**src/rtl/riscv_pkg.sv**
```systemverilog
// Shared definitions for the RV64 control path.
// Contents: major opcode constants, the multicycle state encoding (estado_t)
// and the coarse instruction class produced by decodifica_opcode.
package riscv_pkg;

  localparam logic [6:0] OP_R      = 7'b0110011;
  localparam logic [6:0] OP_I      = 7'b0010011;
  localparam logic [6:0] OP_LOAD   = 7'b0000011;
  localparam logic [6:0] OP_STORE  = 7'b0100011;
  localparam logic [6:0] OP_BRANCH = 7'b1100011;

  // Encodings are visible on the estado debug port and must stay fixed.
  typedef enum logic [2:0] {
    StFetch  = 3'd0,
    StDecode = 3'd1,
    StExec   = 3'd2,
    StMem    = 3'd3,
    StWb     = 3'd4,
    StTrap   = 3'd7
  } estado_t;

  typedef enum logic [2:0] {
    ClsAlu,
    ClsLoad,
    ClsStore,
    ClsBranch,
    ClsIlegal
  } classe_t;

endpackage

```
**src/rtl/decodifica_opcode.sv**
```systemverilog
// Combinational opcode classifier.
// Ports:
//   opcode_i  - instruction bits [6:0]
//   classe_o  - instruction class (ALU, load, store, branch, illegal)
//   ilegal_o  - high when the opcode is not supported
module decodifica_opcode
  import riscv_pkg::*;
(
  input  logic [6:0] opcode_i,
  output classe_t    classe_o,
  output logic       ilegal_o
);

  always_comb begin
    classe_o = ClsIlegal;
    ilegal_o = 1'b0;
    case (opcode_i)
      OP_R, OP_I: classe_o = ClsAlu;
      OP_LOAD:    classe_o = ClsLoad;
      OP_STORE:   classe_o = ClsStore;
      OP_BRANCH:  classe_o = ClsBranch;
      default:    ilegal_o = 1'b1;
    endcase
  end

endmodule

```
**src/rtl/memoria_controle.sv**
```systemverilog
// Multicycle sequencer for instruction memory/IR and data memory.
// Steps each instruction through FETCH/DECODE/EXEC/MEM/WB; illegal opcodes
// park the FSM in TRAP until reset.
// Ports:
//   clk, rst     - clock, synchronous active-high reset
//   habilita     - run enable, sampled only in FETCH
//   doutIR       - instruction held in IR (only [6:0] used)
//   atualiza_pc  - IR load strobe (used as a clock, hence registered)
//   WeDM, WeRF   - data-memory / register-file write enables
//   avanca_pc    - one-cycle PC advance pulse
//   estado       - current state encoding (debug)
//   erro         - sticky illegal-opcode flag
//   instret      - retired-instruction count, only with
//                  MEMORIA_CONTROLE_INSTRET_EN defined
// Parameters: LAT_DM (1..15) MEM cycles for load/store, W_CONT width of instret.
module memoria_controle
  import riscv_pkg::*;
#(
  parameter int unsigned LAT_DM = 1,
  parameter int unsigned W_CONT = 32
) (
  input  logic              clk,
  input  logic              rst,
  input  logic              habilita,
  input  logic [31:0]       doutIR,
  output logic              atualiza_pc,
  output logic              WeDM,
  output logic              WeRF,
  output logic              avanca_pc,
  output logic [2:0]        estado,
  output logic              erro
`ifdef MEMORIA_CONTROLE_INSTRET_EN
  ,
  output logic [W_CONT-1:0] instret
`endif
);

  localparam logic [3:0] CntCarga = 4'(LAT_DM - 1);

  estado_t    state_q, state_d;
  logic [3:0] cnt_q, cnt_d;
  classe_t    classe_q, classe_d;
  classe_t    classe_dec;
  logic       ilegal_dec;

  logic atualiza_q, atualiza_d;
  logic we_dm_q, we_dm_d;
  logic we_rf_q, we_rf_d;
  logic avanca_q, avanca_d;
  logic erro_q, erro_d;

  // Upper instruction bits belong to the datapath, not to sequencing.
  logic unused_ir;
  assign unused_ir = ^doutIR[31:7];

  decodifica_opcode u_decodifica_opcode (
    .opcode_i (doutIR[6:0]),
    .classe_o (classe_dec),
    .ilegal_o (ilegal_dec)
  );

  always_comb begin
    state_d  = state_q;
    cnt_d    = cnt_q;
    classe_d = classe_q;
    unique case (state_q)
      StFetch: if (habilita) state_d = StDecode;
      StDecode: begin
        // Class is captured here so later states do not depend on IR staying stable.
        classe_d = classe_dec;
        state_d  = ilegal_dec ? StTrap : StExec;
      end
      StExec: begin
        case (classe_q)
          ClsLoad, ClsStore: begin
            state_d = StMem;
            cnt_d   = CntCarga;
          end
          ClsAlu:    state_d = StWb;
          ClsBranch: state_d = StFetch;
          default:   state_d = StTrap;
        endcase
      end
      StMem: begin
        if (cnt_q != 4'd0) begin
          cnt_d = cnt_q - 4'd1;
        end else begin
          state_d = (classe_q == ClsStore) ? StFetch : StWb;
        end
      end
      StWb:    state_d = StFetch;
      StTrap:  state_d = StTrap;
      default: state_d = StFetch;
    endcase
  end

  // Moore outputs decoded from the next state and registered alongside it.
  always_comb begin
    atualiza_d = (state_q == StFetch) && (state_d == StDecode);
    avanca_d   = (state_q != StFetch) && (state_d == StFetch);
    we_rf_d    = (state_d == StWb);
    // Store write lands only in the final MEM cycle.
    we_dm_d    = (state_d == StMem) && (cnt_d == 4'd0) && (classe_q == ClsStore);
    erro_d     = (state_d == StTrap);
  end

  always_ff @(posedge clk) begin
    if (rst) begin
      state_q    <= StFetch;
      cnt_q      <= 4'd0;
      classe_q   <= ClsAlu;
      atualiza_q <= 1'b0;
      we_dm_q    <= 1'b0;
      we_rf_q    <= 1'b0;
      avanca_q   <= 1'b0;
      erro_q     <= 1'b0;
    end else begin
      state_q    <= state_d;
      cnt_q      <= cnt_d;
      classe_q   <= classe_d;
      atualiza_q <= atualiza_d;
      we_dm_q    <= we_dm_d;
      we_rf_q    <= we_rf_d;
      avanca_q   <= avanca_d;
      erro_q     <= erro_d;
    end
  end

  assign atualiza_pc = atualiza_q;
  assign WeDM        = we_dm_q;
  assign WeRF        = we_rf_q;
  assign avanca_pc   = avanca_q;
  assign estado      = state_q;
  assign erro        = erro_q;

`ifdef MEMORIA_CONTROLE_INSTRET_EN
  logic [W_CONT-1:0] instret_q;

  always_ff @(posedge clk) begin
    if (rst) begin
      instret_q <= '0;
    end else if (avanca_d) begin
      instret_q <= instret_q + W_CONT'(1);
    end
  end

  assign instret = instret_q;
`else
  localparam int unsigned UnusedWCont = W_CONT;
`endif

endmodule

```
**config.mk**
```make
export PLATFORM = sky130hd
export DESIGN_NAME = memoria_controle
export DESIGN_NICKNAME = d
export VERILOG_FILES = /design/src/rtl/riscv_pkg.sv /design/src/rtl/decodifica_opcode.sv /design/src/rtl/memoria_controle.sv
export SDC_FILE = /design/constraint.sdc
export NUM_CORES = 1
export LEC_CHECK = 0
export BUFFER_PORTS_ARGS = -buffer_cell sky130_fd_sc_hd__buf_2
export CAP_MARGIN = 20
export CELL_PAD_IN_SITES_DETAIL_PLACEMENT = 0
export CELL_PAD_IN_SITES_GLOBAL_PLACEMENT = 2
export CORE_MARGIN = 1
export CORE_UTILIZATION = 26
export DETAILED_ROUTE_END_ITERATION = 16
export PLACE_DENSITY_LB_ADDON = 0.1
export SYNTH_ARGS = -nofsm -noshare
export SYNTH_HDL_FRONTEND = slang
export SYNTH_SLANG_ARGS = --single-unit
```
**constraint.sdc**
```tcl
create_clock -name clk -period 4.9 [get_ports clk]
set_input_delay 0.245 -clock clk [delete_from_list [all_inputs] [get_ports clk]]
set_output_delay 0.245 -clock clk [all_outputs]
set_load 0.005 [all_outputs]
```
-- Word-level counts from Yosys, hierarchy flattened
Cells that the tools add are included.
- flip-flop bits (word level): 15
- logic and storage cells: 48
- add/sub/neg operators: 1
- eq/ne operators: 16
- muxes and demuxes: 10
- reductions and logical operators: 13
- operators by type and width (operator ; count):
    3-bit by 2-bit equality test with 1-bit output, second input constant ; 5
    3-bit case mux with 5 select lines ; 1
    7-bit by 6-bit equality test with 1-bit output, second input constant ; 2
    3-bit two-way mux ; 4
    3-bit case mux with 4 select lines ; 1
    3-bit by 1-bit equality test with 1-bit output, second input constant ; 3
    3-bit equality test, second input constant ; 3
    3-bit zero test ; 3
    3-bit case mux with 3 select lines ; 1
    4-bit two-way mux ; 2
    4-bit case mux with 2 select lines ; 1
    7-bit by 2-bit equality test with 1-bit output, second input constant ; 1
    7-bit by 5-bit equality test with 1-bit output, second input constant ; 1
    7-bit equality test, second input constant ; 1
    5-bit OR reduction ; 1
    1-bit logical AND ; 4
    4-bit zero test ; 1
    4-bit nonzero test ; 1
    2-bit OR reduction ; 2
    4-bit by 1-bit subtractor with 4-bit output, second input constant ; 1
    3-bit nonzero test ; 1

-- Longest topological paths before layout
- depth after elaboration: 7
- mapped depth: 6
- gate-level depth less buffers: 6

-- By module
A second synthesis with hierarchy kept.
- cells, all modules: 95
- area total of the unflattened synthesis: 814.5 µm²
- modules (own cells, without submodules) (module ; instances ; cells each ; area each (µm²) ; seq. area each (µm²)):
    memoria_controle ; 1 ; 88 ; 743.2 ; 300.3
    decodifica_opcode ; 1 ; 7 ; 71.3 ; 0.0

-- Worst setup path before layout
No wires, ideal clock.
- path kind: register to register
- from: register cnt_q[0]
- to: register erro_q (netlist: erro)
- setup time: 0.086 ns
- arrival: 1.482 ns
- data required time: 4.814 ns
- setup slack: 3.331 ns
- cell stages (with the launch flop): 7
- buffers on the path: 0
- period minus slack after synthesis: 1.569 ns
- path through: dfxtp_1 > inv_1 > ha_1 > or3b_1 > nor2_1 > a22oi_2 > a221oi_2
- longest elaborated chain between the ends: 4
- ends and longest elaborated chain (what ; RTL line ; RTL):
    start, declared ; memoria_controle.sv:41 ; logic [3:0] cnt_q, cnt_d;
    start signal, assigned ; memoria_controle.sv:119 ; cnt_q <= cnt_d;
    4-bit nonzero test ; memoria_controle.sv:85 ; if (cnt_q != 4'd0) begin
    3-bit two-way mux ; memoria_controle.sv:85 ;
    3-bit case mux with 5 select lines ; memoria_controle.sv:66 ; unique case (state_q)
    3-bit equality test ; memoria_controle.sv:104 ; erro_d = (state_d == StTrap);
    end signal, assigned ; memoria_controle.sv:125 ; erro_q <= erro_d;
    end, declared ; memoria_controle.sv:50 ; logic erro_q, erro_d;
No other way between the ends.
A chain may end at the register's enable or synchronous reset.

-- Worst setup path after layout
Ends and elaborated chain as after synthesis.

==> summary.txt <==
==========================================================================================
Outcome                                                                       complete, no violations
Leftover overflow at the end of global routing                                           0
Yosys warnings                                                                           0
Share of the yosys chip area belonging to registers                                  34.9%
Slew at the pin with the worst max-slew slack                                     0.523 ns
CTS tree                                                                               yes
Fill cell total of the finished layout                                                 368
Vias in the first global route                                                         784
Pwr dens                                                                        283 nW/µm²
Buf+Inv Stages, Crit Path                                                                1
CP Data Required Time                                                              5.11 ns
Clock Skews                                                                     0.00997 ns
Part of the cycle the worst path needs                                               37.2%
Via Count                                                                              800
GR Util met2                                                                         22.3%
Top Ports                                                                               43
Cell Area, Synth                                                                   860 µm²
Number of cells traversed by the worst register-to-register path                         6
Setup repair after global routing missed its margin                                  false
Routed wire length                                                                 2070 µm
Capture endpoint of the worst hold path                                          estado[0]
Multi-input combinational cell area                                                529 µm²
Maximum number of pins on one net before global-route repair                            17
Count of routing violations after the opening detailed-route iteration                  36
Most used routing layer in global routing                                             met2
Total routing resource utilization after global routing                              13.7%
Worst IR drop on VDD                                                              0.101 mV
Worst-case register-to-register setup slack                                        3.08 ns
Global-route met3 utilization                                                        2.62%
Reg-to-reg startpoint                                                             cnt_q[0]
Largest stage delay, worst path                                                    0.42 ns
Data arrival at the endpoint of the critical path                                  2.03 ns
Max Freq                                                                         0.548 GHz
Post-synthesis area per instance                                                  8.68 µm²
1st-pass router iterations                                                               4
Overall power consumption                                                           285 µW
Die boundary height                                                                59.5 µm
Die width                                                                          59.5 µm
Total inserted antenna cells                                                             0
Routability Congestion                                                               0.711
Critical path launch point type                                                  flip-flop
Routed len/inst                                                                    13.0 µm
Most common library cell in the layout ignoring fill and taps                 sky130_fd_sc_hd__buf_2
Post-route DRC violation count                                                           0
Buffer type at the clock tree root                                            sky130_fd_sc_hd__clkbuf_4
Worst-path maximum fanout                                                                5
Count of hold-fix buffers inserted at cts                                                0
Start point of the worst min-delay path                                           habilita
Post-CTS sizing                                                                          0
Tmin final                                                                         1.82 ns
First-pass GRT wire length                                                         3580 µm
Remaining antenna violation count                                                        0
Sum of net half-perimeters after detailed placement                                1540 µm
Vias per cell                                                                         5.00
Number of buffers added by the clock tree synthesis step                                 3
Share of layout cells above drive strength 1                                         26.7%
Final-report setup violation count                                                       0
Family with the most delay on the worst path                                  simple AND/OR/NAND/NOR gates
Cell count after synthesis                                                              99
Worst-skew pair later-pin latency                                                  0.29 ns
Clock edge transition at the registers on the reported setup and hold paths        0.10 ns
Highest-count cells in the layout ignoring fill and taps                      sky130_fd_sc_hd__buf_2, sky130_fd_sc_hd__dfxtp_1, sky130_fd_sc_hd__a21oi_1, sky130_fd_sc_hd__nor2_1, sky130_fd_sc_hd__nand2_1
Hold depth                                                                               3
Post-route cell area                                                              1010 µm²
Initial antenna violation count                                                          0
Number of sinks on the clock net                                                        15
Accumulated negative setup slack                                                      0 ns
Fin. Hold Viols                                                                          0
Max_slew headroom                                                                    65.1%
Syn_nets                                                                               135
Unique masters post-synth                                                               42
Post-CTS Setup Repair Bufs                                                               0
Area delta synth->final                                                              17.3%
Sequential cell area                                                               300 µm²
Total placed instance area                                                         981 µm²
Worst setup EP type                                                              flip-flop
Max-slew violations                                                                      0
Effective utilization at floorplan                                                   27.7%
Row count                                                                               20
Critical path, cell by cell                                                   inv_1 -> ha_1 -> or3b_1 -> nor2_1 -> a22oi_2 -> a221oi_2
Placeable core region                                                             3100 µm²
Number of buffers inserted by port buffering                                            17
Crit path kind                                                                flip-flop to flip-flop
Cell type of the slowest stage on the worst timing path                       sky130_fd_sc_hd__or3b_1
Hold crit path type                                                           input pin to flip-flop
Met1 global-route usage                                                              17.3%
Max-cap viol count                                                                       0
Worst r2r dst                                                                         erro
Synth Register Bits                                                                     15
# H-tree levels                                                                          1
Max clock buf depth                                                                      2
Nets                                                                                   153
Leak                                                                              0.391 nW
Die area                                                                          3540 µm²
==========================================================================================
layer usage:
| metal | vias to the layer above | share of wire (%) |
|---|---|---|
| li1 | 405 | - |
| met1 | 380 | 48 |
| met2 | 13 | 48 |
| met3 | 2 | 2.9 |
| met4 | 0 | 0.92 |
| met5 | - | 0 |
worst reg2reg max path: cells and delay by family (launching register included):
family,cells,cell delay (ns)
compound gates,2,0.40
fa+ha+maj,1,0.22
buf+inv,1,0.08
flops,1,0.35
simple gates,2,0.69
through the flow:
stage          hold slack (ns)  utilization (%)  std cells  worst slack (ns)
5_1_grt                  0.255             32.5        160              2.94
4_1_cts                  0.215             32.5        160              3.06
3_3_place_gp             0.488             31.6        156              3.10
3_5_place_dp             0.492             31.6        156              3.09
6_report                 0.235             32.5        160              3.08
2_1_floorplan            0.311                -         99              3.33
Yosys cell counts (all sizes together):
cell type,instances,area share (%)
nand4b,1,1.0
xnor2,1,1.0
a311oi,1,1.7
a22oi,1,1.5
or3,2,1.5
nand3b,1,0.87
a31oi,2,1.5
a221oi,1,1.7
nand2,7,3.1
nand3,2,1.2
o211ai,3,3.2
a211oi,2,1.7
a21bo,1,1.2
xor2,1,1.0
o21ai,5,2.9
and3,1,0.73
dfxtp,15,35
a21o,1,0.87
nor3,3,1.7
clkbuf,1,0.44
o31ai,1,0.87
o31a,1,2.0
ha,1,1.5
buf,3,1.7
nand2b,3,2.2
o21a,1,0.87
nand4bb,1,1.3
nor3b,4,4.1
nor4b,1,1.7
and3b,2,2.0
a21oi,12,7.0
and2b,1,0.87
nor2,8,3.5
inv,3,1.3
or3b,3,3.3
nor4,1,0.73
o32a,1,1.2
worst max path at each step:
stage                   from  endpoint  slack (ns)  cells past startpoint
finish              cnt_q[0]      erro        3.08                      6
global placement    cnt_q[0]      erro        3.10                      6
CTS                 cnt_q[0]      erro        3.06                      6
floorplan           cnt_q[0]      erro        3.33                      6
detailed placement  cnt_q[0]      erro        3.09                      6
global route        cnt_q[0]      erro        2.94                      6
power breakdown:
part	leakage (nW)	internal, mW	switching (mW)
sequential	0.122	0.131	0.0198
clock	0.0177	0.0303	0.0421
combinational	0.251	0.0291	0.0323
total	0.391	0.191	0.0943
registers in the layout, indices dropped and copies added (netlist names):
register,flops
WeRF,1
WeDM,1
avanca_pc,1
estado,3
cnt_q,4
erro,1
classe_q,3
atualiza_pc,1
logic make-up (layout without fill, tap and decap cells):
kind of cell,count (synthesis),count (layout),share of synthesized area [%]
AO/OA/AOI/OAI,33,33,28.2
XOR/XNOR,2,2,2.04
adder cells (fa/ha/maj),1,1,1.46
buffers and inverters,7,24,3.49
flip-flops,15,15,34.9
AND/OR/NAND/NOR,41,41,29.8
area by class of cell:
type,instances,area share [%]
clock buffers,3,2.23
multi-input cells,77,52.5
well taps,44,5.46
flip-flops and latches,15,29.8
clock inverters,1,0.496
inverters,3,1.12
repair buffers,17,8.44
Note: power is estimated with default switching activity, not from simulation.
